[src/rtl/sudoku_pkg.sv]
// Shared types and constants for the Sudoku input controller.
//   mode_t   : controller mode (cursor move, number preview, command issue)
//   KEY_*    : key indices in arbitration priority order (index 0 wins)
package sudoku_pkg;

  typedef enum logic [1:0] {
    MODE_MOVE   = 2'd0,
    MODE_NUMBER = 2'd1,
    MODE_ISSUE  = 2'd2
  } mode_t;

  localparam int unsigned KEY_C    = 0;
  localparam int unsigned KEY_U    = 1;
  localparam int unsigned KEY_D    = 2;
  localparam int unsigned KEY_L    = 3;
  localparam int unsigned KEY_R    = 4;
  localparam int unsigned NUM_KEYS = 5;

endpackage

[src/rtl/key_repeat.sv]
// Edge detector with optional auto-repeat for one debounced key level.
// Ports:
//   i_clk     : system clock
//   i_reset_n : asynchronous active-low reset
//   i_clr     : synchronous clear of the pulse and repeat state
//   i_level   : debounced key level
//   o_pulse   : one-cycle pulse on press, then on each repeat while held
// REPEAT_DELAY = 0 disables repeat entirely (single pulse per press).
module key_repeat #(
  parameter int unsigned REPEAT_DELAY = 50_000_000,
  parameter int unsigned REPEAT_RATE  = 15_000_000
) (
  input  logic i_clk,
  input  logic i_reset_n,
  input  logic i_clr,
  input  logic i_level,
  output logic o_pulse
);

  localparam bit          REPEAT_EN = (REPEAT_DELAY != 0);
  localparam int unsigned CNT_MAX   = (REPEAT_DELAY > REPEAT_RATE) ? REPEAT_DELAY : REPEAT_RATE;
  localparam int unsigned CNT_W     = (CNT_MAX < 2) ? 1 : $clog2(CNT_MAX + 1);
  localparam logic [CNT_W-1:0] CNT_DELAY = CNT_W'(REPEAT_DELAY);
  localparam logic [CNT_W-1:0] CNT_RATE  = CNT_W'(REPEAT_RATE);

  logic             r_level;
  logic             r_pulse;
  logic             r_first;
  logic [CNT_W-1:0] r_cnt;

  logic             w_rise;
  logic [CNT_W-1:0] w_cnt_inc;
  logic [CNT_W-1:0] w_cnt_target;
  logic             w_pulse_nxt;
  logic             w_first_nxt;
  logic [CNT_W-1:0] w_cnt_nxt;

  assign w_rise       = i_level & ~r_level;
  assign w_cnt_inc    = r_cnt + 1'b1;
  // First repeat waits the long delay, later ones use the rate.
  assign w_cnt_target = r_first ? CNT_DELAY : CNT_RATE;

  always_comb begin
    w_pulse_nxt = 1'b0;
    w_first_nxt = r_first;
    w_cnt_nxt   = r_cnt;
    if (i_clr) begin
      w_first_nxt = 1'b1;
      w_cnt_nxt   = '0;
    end else if (w_rise) begin
      w_pulse_nxt = 1'b1;
      w_first_nxt = 1'b1;
      w_cnt_nxt   = '0;
    end else if (!i_level) begin
      w_first_nxt = 1'b1;
      w_cnt_nxt   = '0;
    end else if (REPEAT_EN) begin
      if (w_cnt_inc == w_cnt_target) begin
        w_pulse_nxt = 1'b1;
        w_first_nxt = 1'b0;
        w_cnt_nxt   = '0;
      end else begin
        w_cnt_nxt = w_cnt_inc;
      end
    end
  end

  always_ff @(posedge i_clk or negedge i_reset_n) begin
    if (!i_reset_n) begin
      r_level <= 1'b0;
      r_pulse <= 1'b0;
      r_first <= 1'b1;
      r_cnt   <= '0;
    end else begin
      // Level keeps tracking through a clear so a held key does not re-fire.
      r_level <= i_level;
      r_pulse <= w_pulse_nxt;
      r_first <= w_first_nxt;
      r_cnt   <= w_cnt_nxt;
    end
  end

  assign o_pulse = r_pulse;

endmodule

[src/rtl/sudoku_input_ctrl.sv]
// Cursor and number-entry controller for an N x N Sudoku grid.
// Ports:
//   i_clk, i_reset_n          : clock, asynchronous active-low reset
//   i_puzzle_change           : synchronous soft reset (wins over every key)
//   i_key_u/d/l/r/c           : debounced button levels
//   i_cell_fixed, i_cell_val  : fixed bit and value of the cell under the cursor
//   i_cmd_ready               : engine accepts the pending command
//   o_cursor_x, o_cursor_y    : cursor position
//   o_mode                    : MOVE / NUMBER / ISSUE
//   o_selected_number         : number being previewed in NUMBER mode
//   o_cmd_valid, o_cmd_x/y,
//   o_cmd_number              : write command (number 0 clears the cell)
//   o_fixed_deny              : one-cycle pulse when C hits a fixed cell
//   o_flash                   : cursor visibility for the draw module
module sudoku_input_ctrl
  import sudoku_pkg::*;
#(
  parameter int unsigned GRID_N       = 9,
  parameter int unsigned COORD_W      = $clog2(GRID_N),
  parameter int unsigned VAL_W        = $clog2(GRID_N + 1),
  parameter int unsigned REPEAT_DELAY = 50_000_000,
  parameter int unsigned REPEAT_RATE  = 15_000_000,
  parameter int unsigned FLASH_BITS   = 27
) (
  input  logic               i_clk,
  input  logic               i_reset_n,
  input  logic               i_puzzle_change,
  input  logic               i_key_u,
  input  logic               i_key_d,
  input  logic               i_key_l,
  input  logic               i_key_r,
  input  logic               i_key_c,
  input  logic               i_cell_fixed,
  input  logic [VAL_W-1:0]   i_cell_val,
  input  logic               i_cmd_ready,
  output logic [COORD_W-1:0] o_cursor_x,
  output logic [COORD_W-1:0] o_cursor_y,
  output mode_t              o_mode,
  output logic [VAL_W-1:0]   o_selected_number,
  output logic               o_cmd_valid,
  output logic [COORD_W-1:0] o_cmd_x,
  output logic [COORD_W-1:0] o_cmd_y,
  output logic [VAL_W-1:0]   o_cmd_number,
  output logic               o_fixed_deny,
  output logic               o_flash
);

  localparam logic [COORD_W-1:0] COORD_LAST = COORD_W'(GRID_N - 1);
  localparam logic [VAL_W-1:0]   VAL_LAST   = VAL_W'(GRID_N);
  localparam logic [VAL_W-1:0]   VAL_ONE    = VAL_W'(1);

  // ---------------------------------------------------------------------------
  // Key pulse generation
  // ---------------------------------------------------------------------------
  logic [NUM_KEYS-1:0] w_key_level;
  logic [NUM_KEYS-1:0] w_key_pulse;

  assign w_key_level[KEY_C] = i_key_c;
  assign w_key_level[KEY_U] = i_key_u;
  assign w_key_level[KEY_D] = i_key_d;
  assign w_key_level[KEY_L] = i_key_l;
  assign w_key_level[KEY_R] = i_key_r;

  // C is a commit/enter key, so it never auto-repeats.
  key_repeat #(
    .REPEAT_DELAY (0),
    .REPEAT_RATE  (REPEAT_RATE)
  ) u_key_c (
    .i_clk     (i_clk),
    .i_reset_n (i_reset_n),
    .i_clr     (i_puzzle_change),
    .i_level   (w_key_level[KEY_C]),
    .o_pulse   (w_key_pulse[KEY_C])
  );

  for (genvar k = KEY_U; k <= KEY_R; k++) begin : g_dir_key
    key_repeat #(
      .REPEAT_DELAY (REPEAT_DELAY),
      .REPEAT_RATE  (REPEAT_RATE)
    ) u_key (
      .i_clk     (i_clk),
      .i_reset_n (i_reset_n),
      .i_clr     (i_puzzle_change),
      .i_level   (w_key_level[k]),
      .o_pulse   (w_key_pulse[k])
    );
  end

  // ---------------------------------------------------------------------------
  // Wrapping arithmetic helpers
  // ---------------------------------------------------------------------------
  function automatic logic [COORD_W-1:0] coord_inc(input logic [COORD_W-1:0] c);
    return (c == COORD_LAST) ? '0 : c + 1'b1;
  endfunction

  function automatic logic [COORD_W-1:0] coord_dec(input logic [COORD_W-1:0] c);
    return (c == '0) ? COORD_LAST : c - 1'b1;
  endfunction

  // Cell values live in 1..GRID_N; 0 is reserved for "empty".
  function automatic logic [VAL_W-1:0] val_inc(input logic [VAL_W-1:0] v);
    return (v == VAL_LAST) ? VAL_ONE : v + 1'b1;
  endfunction

  function automatic logic [VAL_W-1:0] val_dec(input logic [VAL_W-1:0] v);
    return (v <= VAL_ONE) ? VAL_LAST : v - 1'b1;
  endfunction

  // ---------------------------------------------------------------------------
  // State
  // ---------------------------------------------------------------------------
  logic [COORD_W-1:0]    r_cursor_x,  w_cursor_x_nxt;
  logic [COORD_W-1:0]    r_cursor_y,  w_cursor_y_nxt;
  mode_t                 r_mode,      w_mode_nxt;
  logic [VAL_W-1:0]      r_sel,       w_sel_nxt;
  logic                  r_cmd_valid, w_cmd_valid_nxt;
  logic [COORD_W-1:0]    r_cmd_x,     w_cmd_x_nxt;
  logic [COORD_W-1:0]    r_cmd_y,     w_cmd_y_nxt;
  logic [VAL_W-1:0]      r_cmd_num,   w_cmd_num_nxt;
  logic                  r_deny,      w_deny_nxt;
  logic [FLASH_BITS-1:0] r_flash_cnt, w_flash_cnt_nxt;

  logic w_cell_val_ok;

  assign w_cell_val_ok = (i_cell_val != '0) && (i_cell_val <= VAL_LAST);

  // ---------------------------------------------------------------------------
  // Mode FSM; if/else chains below encode the C > U > D > L > R priority and
  // drop any lower-priority pulse that arrives in the same cycle.
  // ---------------------------------------------------------------------------
  always_comb begin
    w_cursor_x_nxt  = r_cursor_x;
    w_cursor_y_nxt  = r_cursor_y;
    w_mode_nxt      = r_mode;
    w_sel_nxt       = r_sel;
    w_cmd_valid_nxt = r_cmd_valid;
    w_cmd_x_nxt     = r_cmd_x;
    w_cmd_y_nxt     = r_cmd_y;
    w_cmd_num_nxt   = r_cmd_num;
    w_deny_nxt      = 1'b0;
    w_flash_cnt_nxt = r_flash_cnt + 1'b1;

    if (i_puzzle_change) begin
      w_cursor_x_nxt  = '0;
      w_cursor_y_nxt  = '0;
      w_mode_nxt      = MODE_MOVE;
      w_sel_nxt       = VAL_ONE;
      w_cmd_valid_nxt = 1'b0;
      w_cmd_x_nxt     = '0;
      w_cmd_y_nxt     = '0;
      w_cmd_num_nxt   = '0;
      w_flash_cnt_nxt = '0;
    end else begin
      case (r_mode)
        MODE_MOVE: begin
          if (w_key_pulse[KEY_C]) begin
            if (i_cell_fixed) begin
              w_deny_nxt = 1'b1;
            end else begin
              w_mode_nxt = MODE_NUMBER;
              w_sel_nxt  = w_cell_val_ok ? i_cell_val : VAL_ONE;
            end
          end else if (w_key_pulse[KEY_U]) begin
            w_cursor_y_nxt = coord_dec(r_cursor_y);
          end else if (w_key_pulse[KEY_D]) begin
            w_cursor_y_nxt = coord_inc(r_cursor_y);
          end else if (w_key_pulse[KEY_L]) begin
            w_cursor_x_nxt = coord_dec(r_cursor_x);
          end else if (w_key_pulse[KEY_R]) begin
            w_cursor_x_nxt = coord_inc(r_cursor_x);
          end
        end

        MODE_NUMBER: begin
          if (w_key_pulse[KEY_C]) begin
            w_mode_nxt      = MODE_ISSUE;
            w_cmd_valid_nxt = 1'b1;
            w_cmd_x_nxt     = r_cursor_x;
            w_cmd_y_nxt     = r_cursor_y;
            w_cmd_num_nxt   = r_sel;
          end else if (w_key_pulse[KEY_U]) begin
            w_sel_nxt = val_inc(r_sel);
          end else if (w_key_pulse[KEY_D]) begin
            w_sel_nxt = val_dec(r_sel);
          end else if (w_key_pulse[KEY_L]) begin
            w_mode_nxt      = MODE_ISSUE;
            w_cmd_valid_nxt = 1'b1;
            w_cmd_x_nxt     = r_cursor_x;
            w_cmd_y_nxt     = r_cursor_y;
            w_cmd_num_nxt   = '0;
          end else if (w_key_pulse[KEY_R]) begin
            w_mode_nxt = MODE_MOVE;
          end
        end

        MODE_ISSUE: begin
          // Keys are ignored; wait indefinitely for the engine.
          if (i_cmd_ready) begin
            w_mode_nxt      = MODE_MOVE;
            w_cmd_valid_nxt = 1'b0;
          end
        end

        default: begin
          w_mode_nxt      = MODE_MOVE;
          w_cmd_valid_nxt = 1'b0;
        end
      endcase
    end
  end

  always_ff @(posedge i_clk or negedge i_reset_n) begin
    if (!i_reset_n) begin
      r_cursor_x  <= '0;
      r_cursor_y  <= '0;
      r_mode      <= MODE_MOVE;
      r_sel       <= VAL_ONE;
      r_cmd_valid <= 1'b0;
      r_cmd_x     <= '0;
      r_cmd_y     <= '0;
      r_cmd_num   <= '0;
      r_deny      <= 1'b0;
      r_flash_cnt <= '0;
    end else begin
      r_cursor_x  <= w_cursor_x_nxt;
      r_cursor_y  <= w_cursor_y_nxt;
      r_mode      <= w_mode_nxt;
      r_sel       <= w_sel_nxt;
      r_cmd_valid <= w_cmd_valid_nxt;
      r_cmd_x     <= w_cmd_x_nxt;
      r_cmd_y     <= w_cmd_y_nxt;
      r_cmd_num   <= w_cmd_num_nxt;
      r_deny      <= w_deny_nxt;
      r_flash_cnt <= w_flash_cnt_nxt;
    end
  end

  // ---------------------------------------------------------------------------
  // Outputs
  // ---------------------------------------------------------------------------
  assign o_cursor_x        = r_cursor_x;
  assign o_cursor_y        = r_cursor_y;
  assign o_mode            = r_mode;
  assign o_selected_number = r_sel;
  assign o_cmd_valid       = r_cmd_valid;
  assign o_cmd_x           = r_cmd_x;
  assign o_cmd_y           = r_cmd_y;
  assign o_cmd_number      = r_cmd_num;
  assign o_fixed_deny      = r_deny;
  // Cursor blinks only while a number is being chosen or committed.
  assign o_flash = ((r_mode == MODE_NUMBER) || (r_mode == MODE_ISSUE)) ?
                   r_flash_cnt[FLASH_BITS-1] : 1'b1;

endmodule

[config.mk]
export PLATFORM = sky130hd
export DESIGN_NAME = sudoku_input_ctrl
export DESIGN_NICKNAME = d
export VERILOG_FILES = /design/src/rtl/sudoku_pkg.sv /design/src/rtl/key_repeat.sv /design/src/rtl/sudoku_input_ctrl.sv
export SDC_FILE = /design/constraint.sdc
export NUM_CORES = 1
export LEC_CHECK = 0
export BUFFER_PORTS_ARGS = -buffer_cell sky130_fd_sc_hd__buf_4
export CORE_MARGIN = 2
export CORE_UTILIZATION = 45
export DETAILED_ROUTE_END_ITERATION = 10
export GPL_TIMING_DRIVEN = 0
export PLACE_DENSITY = 0.61
export SLEW_MARGIN = 20
export SYNTH_ARGS = -nofsm -noshare
export SYNTH_HDL_FRONTEND = slang
export SYNTH_SLANG_ARGS = --single-unit
[constraint.sdc]
create_clock -name i_clk -period 3.85 [get_ports i_clk]
set_input_delay 0.1925 -clock i_clk [delete_from_list [all_inputs] [get_ports i_clk]]
set_output_delay 0.1925 -clock i_clk [all_outputs]
set_load 0.05 [all_outputs]
# Yosys cells after proc, flatten, opt, wreduce, memory -nomap -nowiden
# Cells that the tools add are included.
# totals
elab_cells	218
regBits	173
inputBits	14
out_inout_bits	29
# classes
n_eq_ne	28
muxes	121
reduce_logical	18
n_bitwise	10
add_sub_neg	11
order_cmp	2
# ops
op	count
two-way mux 26 bit	20
two-way mux 4 bit	43
adder 26 x 1 -> 26 bit, second input constant	4
equality test 26 bit	4
two-way mux 1 bit	45
adder 27 x 1 -> 27 bit, second input constant	1
two-way mux 27 bit	1
inequality test 4 x 2 -> 1 bit, second input constant	6
two-way mux 2 bit	9
inequality test 3 bit, second input constant	5
AND reduction 5 bit	3
adder 4 x 1 -> 4 bit, second input constant	3
equality test 4 bit, second input constant	3
nonzero test 3 bit	4
subtractor 4 x 1 -> 4 bit, second input constant	3
logical NOT 4 bit	2
inequality test 2 bit, second input constant	4
inequality test 4 bit, second input constant	2
case mux 4 bit (2 select lines)	1
case mux 2 bit (3 select lines)	1
AND reduction 6 bit	1
bitwise AND 1 bit	5
inequality test 5 x 2 -> 1 bit, second input constant	1
inverter 1 bit	5
other kinds (13)	14

# Depth between registers and ports, before layout
# depth
word_depth	9
ltp_mapped	11
mapped_depth_nobuf	9

# By module
# From an unflattened synthesis, not the netlist that was laid out.
# unflattened
hier_cells	1203
area_unflattened_um2	11284.6
# by_module_without_submodules
module	instances	cells_each	area_per_inst_um2	seq_area_each_um2
key_repeat at g_dir_key[1].u_key ...	4	214	1998.2	726.9
sudoku_input_ctrl	1	344	3229.3	1377.6
key_repeat at u_key_c	1	3	62.6	50.0

# Least setup slack after synthesis
# OpenSTA, ideal clock, no wires.
# synth_timing
path_type	reg-to-reg
startpoint	register g_dir_key[3].u_key.r_cnt[0]
endpoint	register g_dir_key[3].u_key.r_cnt[21]
required_time_ns	3.710
setup_ns	0.140
slack_ns	1.006
path_stages_with_launch	11
t_arrival_ns	2.704
synth_period_minus_slack_ns	2.844
n_path_buf	2
path_cell_list	dfrtp_1 -> ha_1 -> and3_1 -> buf_4 -> nand2_4 -> or4_4 -> a222oi_1 -> nand4_1 -> a211oi_4 -> buf_6 -> nor3_1
# synth_via
elab_chain_cells	6
# synth_lines
element	line	rtl
start, declared	key_repeat.sv:29	logic [CNT_W-1:0] r_cnt;
start signal, assigned	key_repeat.sv:79	r_cnt <= w_cnt_nxt;
adder 26 x 1 -> 26 bit (*)	key_repeat.sv:39	assign w_cnt_inc = r_cnt + 1'b1;
equality test 26 bit	key_repeat.sv:58	if (w_cnt_inc == w_cnt_target) begin
two-way mux 26 bit (*)	key_repeat.sv:58	
two-way mux 26 bit (*)	key_repeat.sv:54	end else if (!i_level) begin
two-way mux 26 bit (*)	key_repeat.sv:50	end else if (w_rise) begin
two-way mux 26 bit (*)	key_repeat.sv:47	if (i_clr) begin
net g_dir_key[3].u_key.w_cnt_nxt[21]	key_repeat.sv:36	logic [CNT_W-1:0] w_cnt_nxt;
# Mark *: on every way through the listed nets, which the timed path passes. The rest lies on a longest branch.
# A chain may end at the register's enable or synchronous reset.

# Final worst setup path
# layout_timing
startpoint	register g_dir_key[2].u_key.r_cnt[2]
endpoint	register g_dir_key[2].u_key.r_cnt[21]
# layout_via
elab_chain_cells	6
# layout_lines
element	line
start, declared	key_repeat.sv:29
start signal, assigned	key_repeat.sv:79
adder 26 x 1 -> 26 bit (*)	key_repeat.sv:39
equality test 26 bit	key_repeat.sv:58
two-way mux 26 bit (*)	key_repeat.sv:58
two-way mux 26 bit (*)	key_repeat.sv:54
two-way mux 26 bit (*)	key_repeat.sv:50
two-way mux 26 bit (*)	key_repeat.sv:47
net g_dir_key[2].u_key.w_cnt_nxt[21]	key_repeat.sv:36
# Marked as above.

==> results.tsv <==
metric	value	unit
outcome	completed	
IO Pins	43	
Syn Area/Cell	9.13	sq um
EDFF count, synth	0	
share of the synthesized area in the top cell type	0.415	
CP max stage cell	o31ai_1	
Gate Count Post-Synth	1110	
via count	8427	
worst reg2reg setup slack	0.33	ns
Final WS setup	0.332	ns
synthesized area	10100	sq um
Synth Flop Type	dfrtp_1	
Routed WL	24100	um
routed len/inst	16.4	um
CTS clock-pin slew for the worst setup and hold paths	0.07	ns
Peak Freq	284	MHz
Mapped Nets	1139	
biggest area consumer among synthesized cells	dfrtp_1	
Synth Register Bits	173	
commonest non-fill, non-tap cells in the layout	dfrtp_1, nor2_1, nand2_1	
die area	23700	sq um
LEAKAGE	4.68	nW
WS Path Type	flop to flop	
clk root buf	clkbuf_16	
post-synthesis sequential area ratio	0.428	
top cell family by delay on the critical path	simple AND/OR/NAND/NOR gates	
area of the multi-input gates	5420	sq um
crit path time final	3.52	ns
first-pass GRT wire length	40800	um
met2 Use GR	0.328	
setup_tns	0	ns
Clock Tree Buf Depth	2	
antenna violations before repair	0	
Pwr Density	365	nW/um^2
Layout Utilization	0.523	
Worst Hold Class	primary input to flop	
hold path start	i_cell_fixed	
fillers	2066	
commonest non-fill, non-tap cell in the layout	dfrtp_1	
Worst Hold Depth	2	
critical path data required time	4.13	ns
global route overflow	0	
CP max stage delay	0.93	ns
Hold Path Sink	o_fixed_deny	
total track usage	0.211	
Ys Warns	0	
Max VDD drop	0.246	mV
Initial Utilization	0.462	
dpl ws	0.411	ns
Layout Nets	1208	
port buffer count	42	
WP buf/inv	1	
CTS Buf Count	17	
Setup Fix Bufs, Post-CTS	0	
CP cell instances	nand4_1 -> or4_1 -> nor4_1 -> xor2_1 -> o31ai_1 -> buf_4 -> a211oi_1	
Placeable Area	22000	sq um
Final ANT Viol Nets	0	
routing usage on met3	0.0338	
ranking of synthesized cells by area	dfrtp_1, xor2_1, xnor2_1, nor2_1, nand3_1	
clock sinks	173	
GRT busiest layer	met2	
vias in the first global route	8009	
Die Wd	154	um
global placement routability congestion	0.850	
asr flop ratio synth	1.00	
layout cell share with drive strength beyond 1	0.113	
reg2reg end	g_dir_key[2].u_key.r_cnt[21]	
DP HPWL	17100	um
maxcap violations	0	
CP arrival	3.80	ns
final hold slack	0.0896	ns
clk_lat worst skew	0.43	ns
Worst Max-Slew Pin Slew	1.08	ns
Post-CTS Resized	0	
CTS tree	yes	
Setup Viol. Count Final	0	
CTS H-Tree Depth	4	
ant diodes	0	
initial drt markers	568	
FF-to-FF Start	g_dir_key[2].u_key.r_cnt[2]	
startpoint types	flop	
Die H	154	um
unrepaired setup endpoints after global routing	false	
Max Clock Skew	0.0101	ns
# rows	54	
crit-path max FO	10	
max_slew headroom	0.275	
part of the cycle the worst path needs	0.914	
largest net degree at the start of global routing	81	
vias per inst	5.72	
max-slew violations	0	
met1 usage	0.301	
Residual DRC	0	
Unique masters post-synth	80	
endpoint type of the worst setup path	flop	
Fin. Hold Viols	0	
Layout area overhead	13.3	%
worst reg-to-reg path cell count	7	
drt pass-1 iters	5	
register area	4340	sq um
final cells by class:
class                   instances  share of cell area
multi-input cells             847               0.472
well taps                     280              0.0305
plain buffers                  67              0.0264
inverters                      23             0.00752
clock inverters                13             0.00915
repair buffers                 50              0.0381
flip-flops and latches        173               0.377
clock buffers                  19              0.0394
stage by stage:
stage	instances	cell area, sq um	total power, W
detailed placement	1434	10900	0.00257
global route	1472	11500	0.00438
floorplan	1110	10100	0.00235
finish	1472	11500	0.00419
CTS	1472	11500	0.00424
global placement	1432	10800	0.00256
what timing repair did:
action	in CTS	in global routing
endpoints found under the hold margin	41	0
endpoints found under the setup margin	0	0
hold buffers	6	0
logic make-up after synthesis:
family                     after synthesis  synth area share
and+or+nand+nor                        538             0.286
DFF                                    173             0.428
AOI/OAI and AO/OA                      161             0.112
xor gates and xnor gates               114            0.0985
buffers and inverters                   90            0.0384
muxes                                   19            0.0191
adders and majority gates               15            0.0185
worst register-to-register path, cell delays in order, from the launching register on:
cell      delay (ns)
dfrtp_1         0.47
nand4_1         0.32
or4_1           0.62
nor4_1          0.40
xor2_1          0.21
o31ai_1         0.93
buf_4           0.33
a211oi_1        0.10
sequential cells by signal, summed over array words and instances (netlist names):
signal / flops
g_dir_key.u_key.o_pulse: 4
g_dir_key.u_key.r_cnt: 104
g_dir_key.u_key.r_first: 4
g_dir_key.u_key.r_level: 4
o_cmd_number: 4
o_cmd_valid: 1
o_cmd_x: 4
o_cmd_y: 4
o_cursor_x: 4
o_cursor_y: 4
o_fixed_deny: 1
o_mode: 2
o_selected_number: 4
r_flash_cnt: 27
u_key_c.o_pulse: 1
u_key_c.r_level: 1
synthesized netlist by cell type, types with 4 or more instances:
cell	n
dfrtp_1	168
nor2_1	122
nand2_1	84
nand3_1	67
xor2_1	60
xnor2_1	54
nor3_1	50
nand4_1	44
clkbuf_1	38
a21oi_1	31
and3_1	30
o21ai_0	30
inv_1	23
nor4_1	22
and4_1	18
nor3b_1	17
a211oi_1	16
buf_2	16
mux2i_1	16
ha_1	15
nor2b_1	13
or3_1	11
o211ai_1	9
a31oi_1	8
nand4b_1	8
o31ai_1	8
or2_2	8
or4_1	8
a21o_1	7
nand2b_1	7
a32oi_1	6
and2_1	6
buf_4	6
buf_1	5
dfstp_2	5
nor3_2	5
o31a_1	5
o2111ai_1	4
routing by layer:
layer  up-vias  wire [um]  part of all wire
met5         -          0                 0
met3        29        859             0.036
met4         0        495             0.021
met2       154      10800              0.45
met1      4095      11900              0.50
li1       4149          -                 -
power breakdown:
group	internal [W]	switching, W	total, W	leakage (nW)
Combinational	0.000201	0.000420	0.000621	2.04
Sequential	0.00186	0.0000573	0.00192	2.38
Clock	0.000875	0.000777	0.00165	0.264
how the worst max path moves through the flow:
| stage | start | end | cells after the start |
|---|---|---|---|
| floorplan | g_dir_key[3].u_key.r_cnt[0] | g_dir_key[3].u_key.r_cnt[21] | 10 |
| global placement | g_dir_key[2].u_key.r_cnt[12] | g_dir_key[2].u_key.r_cnt[22] | 7 |
| detailed placement | g_dir_key[2].u_key.r_cnt[2] | g_dir_key[2].u_key.r_cnt[21] | 7 |
| CTS | g_dir_key[2].u_key.r_cnt[6] | g_dir_key[2].u_key.r_cnt[21] | 8 |
| global route | g_dir_key[2].u_key.r_cnt[12] | g_dir_key[2].u_key.r_cnt[21] | 7 |
| finish | g_dir_key[2].u_key.r_cnt[2] | g_dir_key[2].u_key.r_cnt[21] | 7 |
Note: power is estimated with default switching activity, not from simulation.
